File: config.mk
export PLATFORM = sky130hd
export DESIGN_NAME = enc_width_converter_arbiter
export DESIGN_NICKNAME = d
export VERILOG_FILES = /design/src/rtl/enc_width_converter_arbiter.sv
export SDC_FILE = /design/constraint.sdc
export NUM_CORES = 1
export LEC_CHECK = 0
export ABC_AREA = 1
export BUFFER_PORTS_ARGS = -buffer_cell sky130_fd_sc_hd__buf_2
export CAP_MARGIN = 15
export CORE_ASPECT_RATIO = 1.5
export CORE_MARGIN = 2
export CORE_UTILIZATION = 25
export CTS_BUF_LIST = sky130_fd_sc_hd__clkbuf_4
export DETAILED_ROUTE_END_ITERATION = 16
export SKIP_LAST_GASP = 1
export SYNTH_ARGS = -nofsm -noshare
export SYNTH_HDL_FRONTEND = slang
export SYNTH_SLANG_ARGS = --single-unit
export TNS_END_PERCENT = 50
File: constraint.sdc
create_clock -name iClock -period 2 [get_ports iClock]
set_input_delay 0.1 -clock iClock [delete_from_list [all_inputs] [get_ports iClock]]
set_output_delay 0.1 -clock iClock [all_outputs]
set_load 0.01 [all_outputs]
File: src/rtl/enc_width_converter_arbiter.sv
// Four-channel round-robin arbiter feeding a width converter: grant, forward one burst, wait for drain.
// Optional macro ENC_ARB_PRIO0_EN makes channel 0 win every grant decision it requests.
module enc_width_converter_arbiter #(
    parameter int DataWidth   = 32,
    parameter int NumChannels = 4
) (
    input  logic                             iClock,
    input  logic                             iReset,
    input  logic [NumChannels-1:0]           iReqValid,
    input  logic [NumChannels-1:0]           iReqLast,
    input  logic [NumChannels*DataWidth-1:0] iReqData,
    output logic [NumChannels-1:0]           oReqReady,
    output logic                             oSrcDataValid,
    output logic                             oSrcDataLast,
    output logic [DataWidth-1:0]             oSrcData,
    input  logic                             iConverterReady,
    input  logic                             iConvertedLastAccepted,
    output logic [1:0]                       oGrantChannel,
    output logic                             oBusy,
    output logic [7:0]                       oBeatCount
);

    localparam logic [2:0] StIdle    = 3'b001;
    localparam logic [2:0] StForward = 3'b010;
    localparam logic [2:0] StDrain   = 3'b100;

    logic [2:0] state;
    logic [1:0] pointer;
    logic [1:0] nextGrant;
    logic       forwardActive;
    logic       wordAccepted;

    // Reset gates the handshake so a word can never be taken in the cycle reset lands.
    assign forwardActive = (state == StForward) && !iReset;
    assign wordAccepted  = forwardActive && iReqValid[oGrantChannel] && iConverterReady;

    assign oSrcData      = iReqData[oGrantChannel*DataWidth +: DataWidth];
    assign oSrcDataValid = forwardActive && iReqValid[oGrantChannel];
    assign oSrcDataLast  = forwardActive && iReqLast[oGrantChannel];
    assign oBusy         = (state == StForward) || (state == StDrain);

    always_comb begin
        // NOTE: default assignment first keeps this combinational block latch-free.
        oReqReady = '0;
        if (forwardActive) begin
            oReqReady[oGrantChannel] = iConverterReady;
        end
    end

    // Scanning from the farthest offset down lets the nearest valid channel win last.
    always_comb begin
        nextGrant = pointer;
        for (int k = NumChannels - 1; k >= 0; k--) begin
            if (iReqValid[pointer + 2'(k)]) begin
                nextGrant = pointer + 2'(k);
            end
        end
`ifdef ENC_ARB_PRIO0_EN
        if (iReqValid[0]) begin
            nextGrant = 2'd0;
        end
`endif
    end

    // NOTE: sequential state uses non-blocking assignments so every register samples pre-edge values.
    always_ff @(posedge iClock) begin
        if (iReset) begin
            state         <= StIdle;
            pointer       <= 2'd0;
            oGrantChannel <= 2'd0;
            oBeatCount    <= 8'd0;
        end else begin
            case (state)
                StIdle: begin
                    if (|iReqValid) begin
                        oGrantChannel <= nextGrant;
                        oBeatCount    <= 8'd0;
                        state         <= StForward;
                    end
                end
                StForward: begin
                    if (wordAccepted) begin
                        if (oBeatCount != 8'hFF) begin
                            oBeatCount <= oBeatCount + 8'd1;
                        end
                        if (iReqLast[oGrantChannel]) begin
                            state <= StDrain;
                        end
                    end
                end
                StDrain: begin
                    if (iConvertedLastAccepted) begin
                        state   <= StIdle;
                        pointer <= oGrantChannel + 2'd1;
                    end
                end
                default: state <= StIdle;
            endcase
        end
    end

endmodule

After elaboration in Yosys (flattened, before gate mapping)
Cells that the tools add are included.
{ "classes": {"n_bitwise": 1, "n_eq_ne": 9, "addsub": 5, "shifts": 1, "n_reduce_logical": 13, "n_lt_le_gt_ge": 6, "n_mux": 28} }
{ "op_table": {"columns": ["cell", "count"], "rows": [
  ["$shiftx A128 B8 Y32", 1],
  ["$mux W8", 3],
  ["$pmux W8 S2", 1],
  ["$lt A2 B3 Y1 const B", 5],
  ["$bmux W1 S2", 6],
  ["$mux W3", 4],
  ["$pmux W3 S3", 1],
  ["$add A8 B1 Y8 const B", 1],
  ["$mux W2", 4],
  ["$ne A8 B8 Y1 const B", 1],
  ["$reduce_and A4 Y1", 2],
  ["$mux W1", 7],
  ["$ne A2 B2 Y1 const B", 3],
  ["$logic_and A1 B1 Y1", 5],
  ["$add A2 B1 Y2 const B", 2],
  ["$add A2 B2 Y2 const B", 2],
  ["$and A4 B4 Y4", 1],
  ["$mux W4", 1],
  ["$ne A2 B1 Y1 const B", 2],
  ["$reduce_and A2 Y1", 2],
  ["$reduce_or A4 Y1", 1],
  ["$eq A3 B1 Y1 const B", 1],
  ["$eq A3 B2 Y1 const B", 1],
  ["$eq A3 B3 Y1 const B", 1],
  ["other kinds (5)", 5]
]} }
{ "word_totals": {"word_cells": 67, "regBits": 15} }

Depth between registers and ports, before layout
{ "logic_depth": {"ltp_word": 7, "mapped_depth": 12, "ltp_nobuf": 11} }

Worst setup path after synthesis
No wires, ideal clock.
{ "synth_path": {"path_kind": "reg-to-reg", "startpoint": "reg oGrantChannel[0]", "endpoint": "reg pointer[1]", "setup_slack_ns": 0.473, "path_stages_with_launch": 8, "path_buffers": 3, "arrival_time_ns": 1.404, "setup_time_ns": 0.123, "path_cell_list": "dfxtp_1 > buf_4 > inv_4 > buf_2 > buf_2 > ha_1 > o21ai_0 > a21oi_1"} }
{ "synth_via": {"elab_chain_cells": 1} }
{ "synth_rtl": {"columns": ["element", "line_no", "source"], "rows": [
  ["start: declaration", "18", "output logic [1:0] oGrantChannel,"],
  ["start signal: assignment", "76", "oGrantChannel <= nextGrant;"],
  ["$add A2 B1 Y2", "94", "pointer <= oGrantChannel + 2'd1;"],
  ["end signal: assignment", "94", null],
  ["end: declaration", "28", "logic [1:0] pointer;"]
]} }
No other way between the ends.
A chain may end at the register's enable or synchronous reset.

Worst setup path in the final report
{ "layout_path": {"startpoint": "reg oGrantChannel[0]", "endpoint": "out oSrcData[27]"} }
{ "layout_via": {"elab_chain_cells": 1} }
{ "layout_rtl": {"columns": ["element", "line_no", "source"], "rows": [
  ["$shiftx A128 B8 Y32", "37", "assign oSrcData = iReqData[oGrantChannel*DataWidth +: DataWidth];"],
  ["end: declaration", "15", "output logic [DataWidth-1:0] oSrcData,"]
]} }
No other way between the ends.

==> metrics.md <==
| Metric | Value |
|---|---|
| Hold_ws | `between 0.1 and 0.15 ns` |
| Crit path capture type | `output port` |
| Die X | `around 79 um` |
| Worst setup SP type | `register` |
| Initial Util | `25.5%` |
| Average vias per placed instance | `between 4 and 5` |
| Pin count of the biggest net entering global routing | `68` |
| Num ports | `189` |
| Hold Crit Depth | `4` |
| Tot Pwr | `1.48 mW` |
| Hold Path End | `state[2]$_SDFFE_PP0P_` |
| Initial antenna violation count | `2` |
| Max cap viols | `0` |
| DR pass1 iterations | `4` |
| Setup Skew | `~0.0071 ns` |
| Final Setup Violations | `0` |
| Tightest Hold Check Type | `in2reg` |
| Post-CTS sizing | `0` |
| Slew Limit Fails | `0` |
| I/O Buffers | `188` |
| Syn_area_per_cell | `between 5 and 6 sq um` |
| Share of cells above drive strength 1 | `41.1%` |
| Worst skew pair latency | `0.29 ns` |
| Final ANT Viol Nets | `0` |
| Cell Pwr Density | `467 nW/um^2` |
| Syn. warnings | `0` |
| Grt ovf | `0` |
| CTS Hold Buffers Added | `0` |
| Post-synth net total | `528` |
| CP Max Fanout | `67` |
| Crit path arrival time | `roughly 1.7 ns` |
| Clock sink count | `15` |
| RePlAce Congestion | `0.856` |
| Post-synthesis async set-or-reset flop share | `0%` |
| FF-to-FF End | `oBeatCount[5]$_SDFFE_PP0P_` |
| DRT Wirelength | `9260 um` |
| Die footprint | `9310 sq um` |
| Die height | `117 um` |
| Worst stage delay on the critical path | `0.48 ns` |
| Hold Vio Cnt, Final | `0` |
| Cts bufs inserted | `3` |
| Crit-path slowest cell | `dfxtp_2` |
| Site Rows | `41` |
| Status | `completed` |
| Area grow syn2layout | `48.7%` |
| Clock-pin slew on the worst setup and hold paths | `0.10 ns` |
| Critical-path cell list | `buf_12 -> o21ai_0 -> o22ai_1 -> buf_2` |
| H-tree depth | `1` |
| CTS Buffer Depth | `2` |
| Reg2reg path depth | `9` |
| Total Negative Setup Slacks | `0 ns` |
| CP Buf/Inv Count | `2` |
| CTS Root Cell | `clkbuf_4` |
| Total track usage | `18.6%` |
| Register bit count reported by yosys | `15` |
| Worst slew pin tran | `~0.33 ns` |
| Reg2reg setup slack | `0.33 ns` |
| R2R Path Start | `oBeatCount[0]$_SDFFE_PP0P_` |
| Primary FF master, synth | `dfxtp_1` |
| CTS tree | `done` |
| DP HPWL | `7660 um` |
| Overall via count from detail_route | `3,250` |
| Crit-path leading delay family | `buffers and inverters` |
| Post-Syn Instances | `383` |
| Pleak | `1.62 nW` |
| Post-CTS Setup Inserts | `0` |
| Max IR drop VDD | `198 uV` |
| Vias in the first global route | `2,933` |
| Core region area | `8360 sq um` |
| RSZ-0062 raised after global routing | `false` |
| Slew headroom | `77.7%` |
| Worst endpoint required time | `1.90 ns` |
| Nets | `around 700` |
| DRC | `0` |
| Type of the worst setup path | `reg2out` |
| Sequential-to-total area share from yosys stat | `14.1%` |
| Synth Cell Area | `2140 sq um` |
| First-pass GRT wire length | `~14,000 um` |
| Crit share post-route | `90.4%` |
| Post-synth EDFFs | `0` |
| Fin crit period | `1.81 ns` |
| Fmax | `0.553 GHz` |
| Min-delay src | `iConvertedLastAccepted` |
| Routed len/inst | `between 10 and 15 um` |
| Iteration-0 DRC Markers | `182` |
| Synth unique cells | `31` |
-- layout by cell type, fill, tap and decap left out, types with 2 or more instances in the layout --
| cell | synthesis | final |
|---|---|---|
| a21oi_2 | 7 | 7 |
| nand3_1 | 12 | 12 |
| nor3_1 | 2 | 2 |
| inv_2 | 6 | 6 |
| inv_4 | 2 | 2 |
| buf_4 | 2 | 4 |
| o21bai_1 | 2 | 2 |
| nand3_4 | 2 | 2 |
| nor2_1 | 90 | 90 |
| clkbuf_4 | 0 | 4 |
| dfxtp_1 | 15 | 14 |
| buf_12 | 1 | 2 |
| ha_1 | 5 | 5 |
| o21ai_0 | 72 | 72 |
| nand4_1 | 4 | 4 |
| a21oi_1 | 8 | 8 |
| nand2_1 | 61 | 61 |
| a31oi_1 | 2 | 2 |
| nand2_2 | 2 | 2 |
| buf_2 | 8 | 188 |
| nand3_2 | 6 | 6 |
| o22ai_1 | 33 | 33 |
| inv_1 | 20 | 20 |
-- layout make-up --
type                       count  area, sq um
clock buffer                   4         30.0
antenna                        1         2.50
sequential                    15          302
multi-input combinational    314         1590
inverter                      28          110
timing repair buffer         194         1010
fill                         946         5190
tap                          107          134
-- layer usage --
layer	part of all wire (%)	track usage (%)	routed length [um]	vias up
met5	0.14	0	13	-
met4	1.4	4.71	127	2
met3	9.5	4.60	875	10
met2	49	32.9	4500	149
met1	40	22.3	3740	1451
li1	-	-	-	1638
-- tightest hold or removal path: stages --
cell    delay, ns
buf_2        0.09
nor2_1       0.05
nor2_1       0.09
nor2_1       0.04
-- Yosys cell counts, types with 2 or more instances --
| library cell | number | area share [%] |
|---|---|---|
| a21oi_1 | 8 | 1.9 |
| a21oi_2 | 7 | 2.9 |
| a31oi_1 | 2 | 0.59 |
| buf_2 | 8 | 1.9 |
| buf_4 | 2 | 0.70 |
| clkbuf_1 | 13 | 2.3 |
| dfxtp_1 | 15 | 14 |
| ha_1 | 5 | 2.9 |
| inv_1 | 20 | 3.5 |
| inv_2 | 6 | 1.1 |
| inv_4 | 2 | 0.59 |
| nand2_1 | 61 | 11 |
| nand2_2 | 2 | 0.59 |
| nand3_1 | 12 | 2.8 |
| nand3_2 | 6 | 2.8 |
| nand3_4 | 2 | 1.6 |
| nand4_1 | 4 | 1.2 |
| nor2_1 | 90 | 16 |
| nor3_1 | 2 | 0.47 |
| o21ai_0 | 72 | 17 |
| o21bai_1 | 2 | 0.70 |
| o22ai_1 | 33 | 9.7 |
-- worst max-delay path by stage --
| stage | from | endpoint | slack, ns | cells past startpoint |
|---|---|---|---|---|
| after global routing | oGrantChannel[0]$_SDFFE_PP0P_ | oSrcDataLast | 0.006 | 6 |
| final | oGrantChannel[0]$_SDFFE_PP0P_ | oSrcData[27] | 0.19 | 4 |
| after detailed placement | oBeatCount[0]$_SDFFE_PP0P_ | oBeatCount[0]$_SDFFE_PP0P_ | 0.34 | 10 |
| after floorplan | oGrantChannel[0]$_SDFFE_PP0P_ | pointer[1]$_SDFFE_PP0P_ | 0.47 | 7 |
| after global placement | oBeatCount[0]$_SDFFE_PP0P_ | oBeatCount[0]$_SDFFE_PP0P_ | 0.40 | 10 |
| after CTS | oGrantChannel[0]$_SDFFE_PP0P_ | oSrcData[28] | 0.20 | 4 |
-- logic make-up (layout without fill, tap and decap cells) --
family	count (synthesis)	count (layout)	share of synthesized area [%]
AOI/OAI and AO/OA	125	125	33.2
other	0	1	0
DFF	15	15	14.1
and+or+nand+nor	182	182	37.4
adders and majority gates	5	5	2.93
buffers and inverters	54	226	11.7
xor gates and xnor gates	2	2	0.820
-- metrics by stage --
step	setup WS, ns	std cells	instance area (sq um)	util (%)
floorplan	0.473	383	2140	-
global placement	0.401	658	3140	37.6
detailed placement	0.343	658	3140	37.6
CTS	0.198	662	3170	37.9
global route	0.00632	663	3180	38.0
finish	0.192	663	3180	38.0
-- flip-flops by register name (all words and copies together) (netlist names) --
register and flops:
oBeatCount 8, oGrantChannel 2, pointer 2, state 3
-- power by group --
group / internal (mW) / total, mW / switching [mW]
clock: 0.0911 / 0.202 / 0.111
sequential: 0.318 / 0.345 / 0.0278
combinational: 0.375 / 0.937 / 0.562
total: 0.784 / 1.48 / 0.701
No activity file was read; power rests on OpenSTA's default activity.
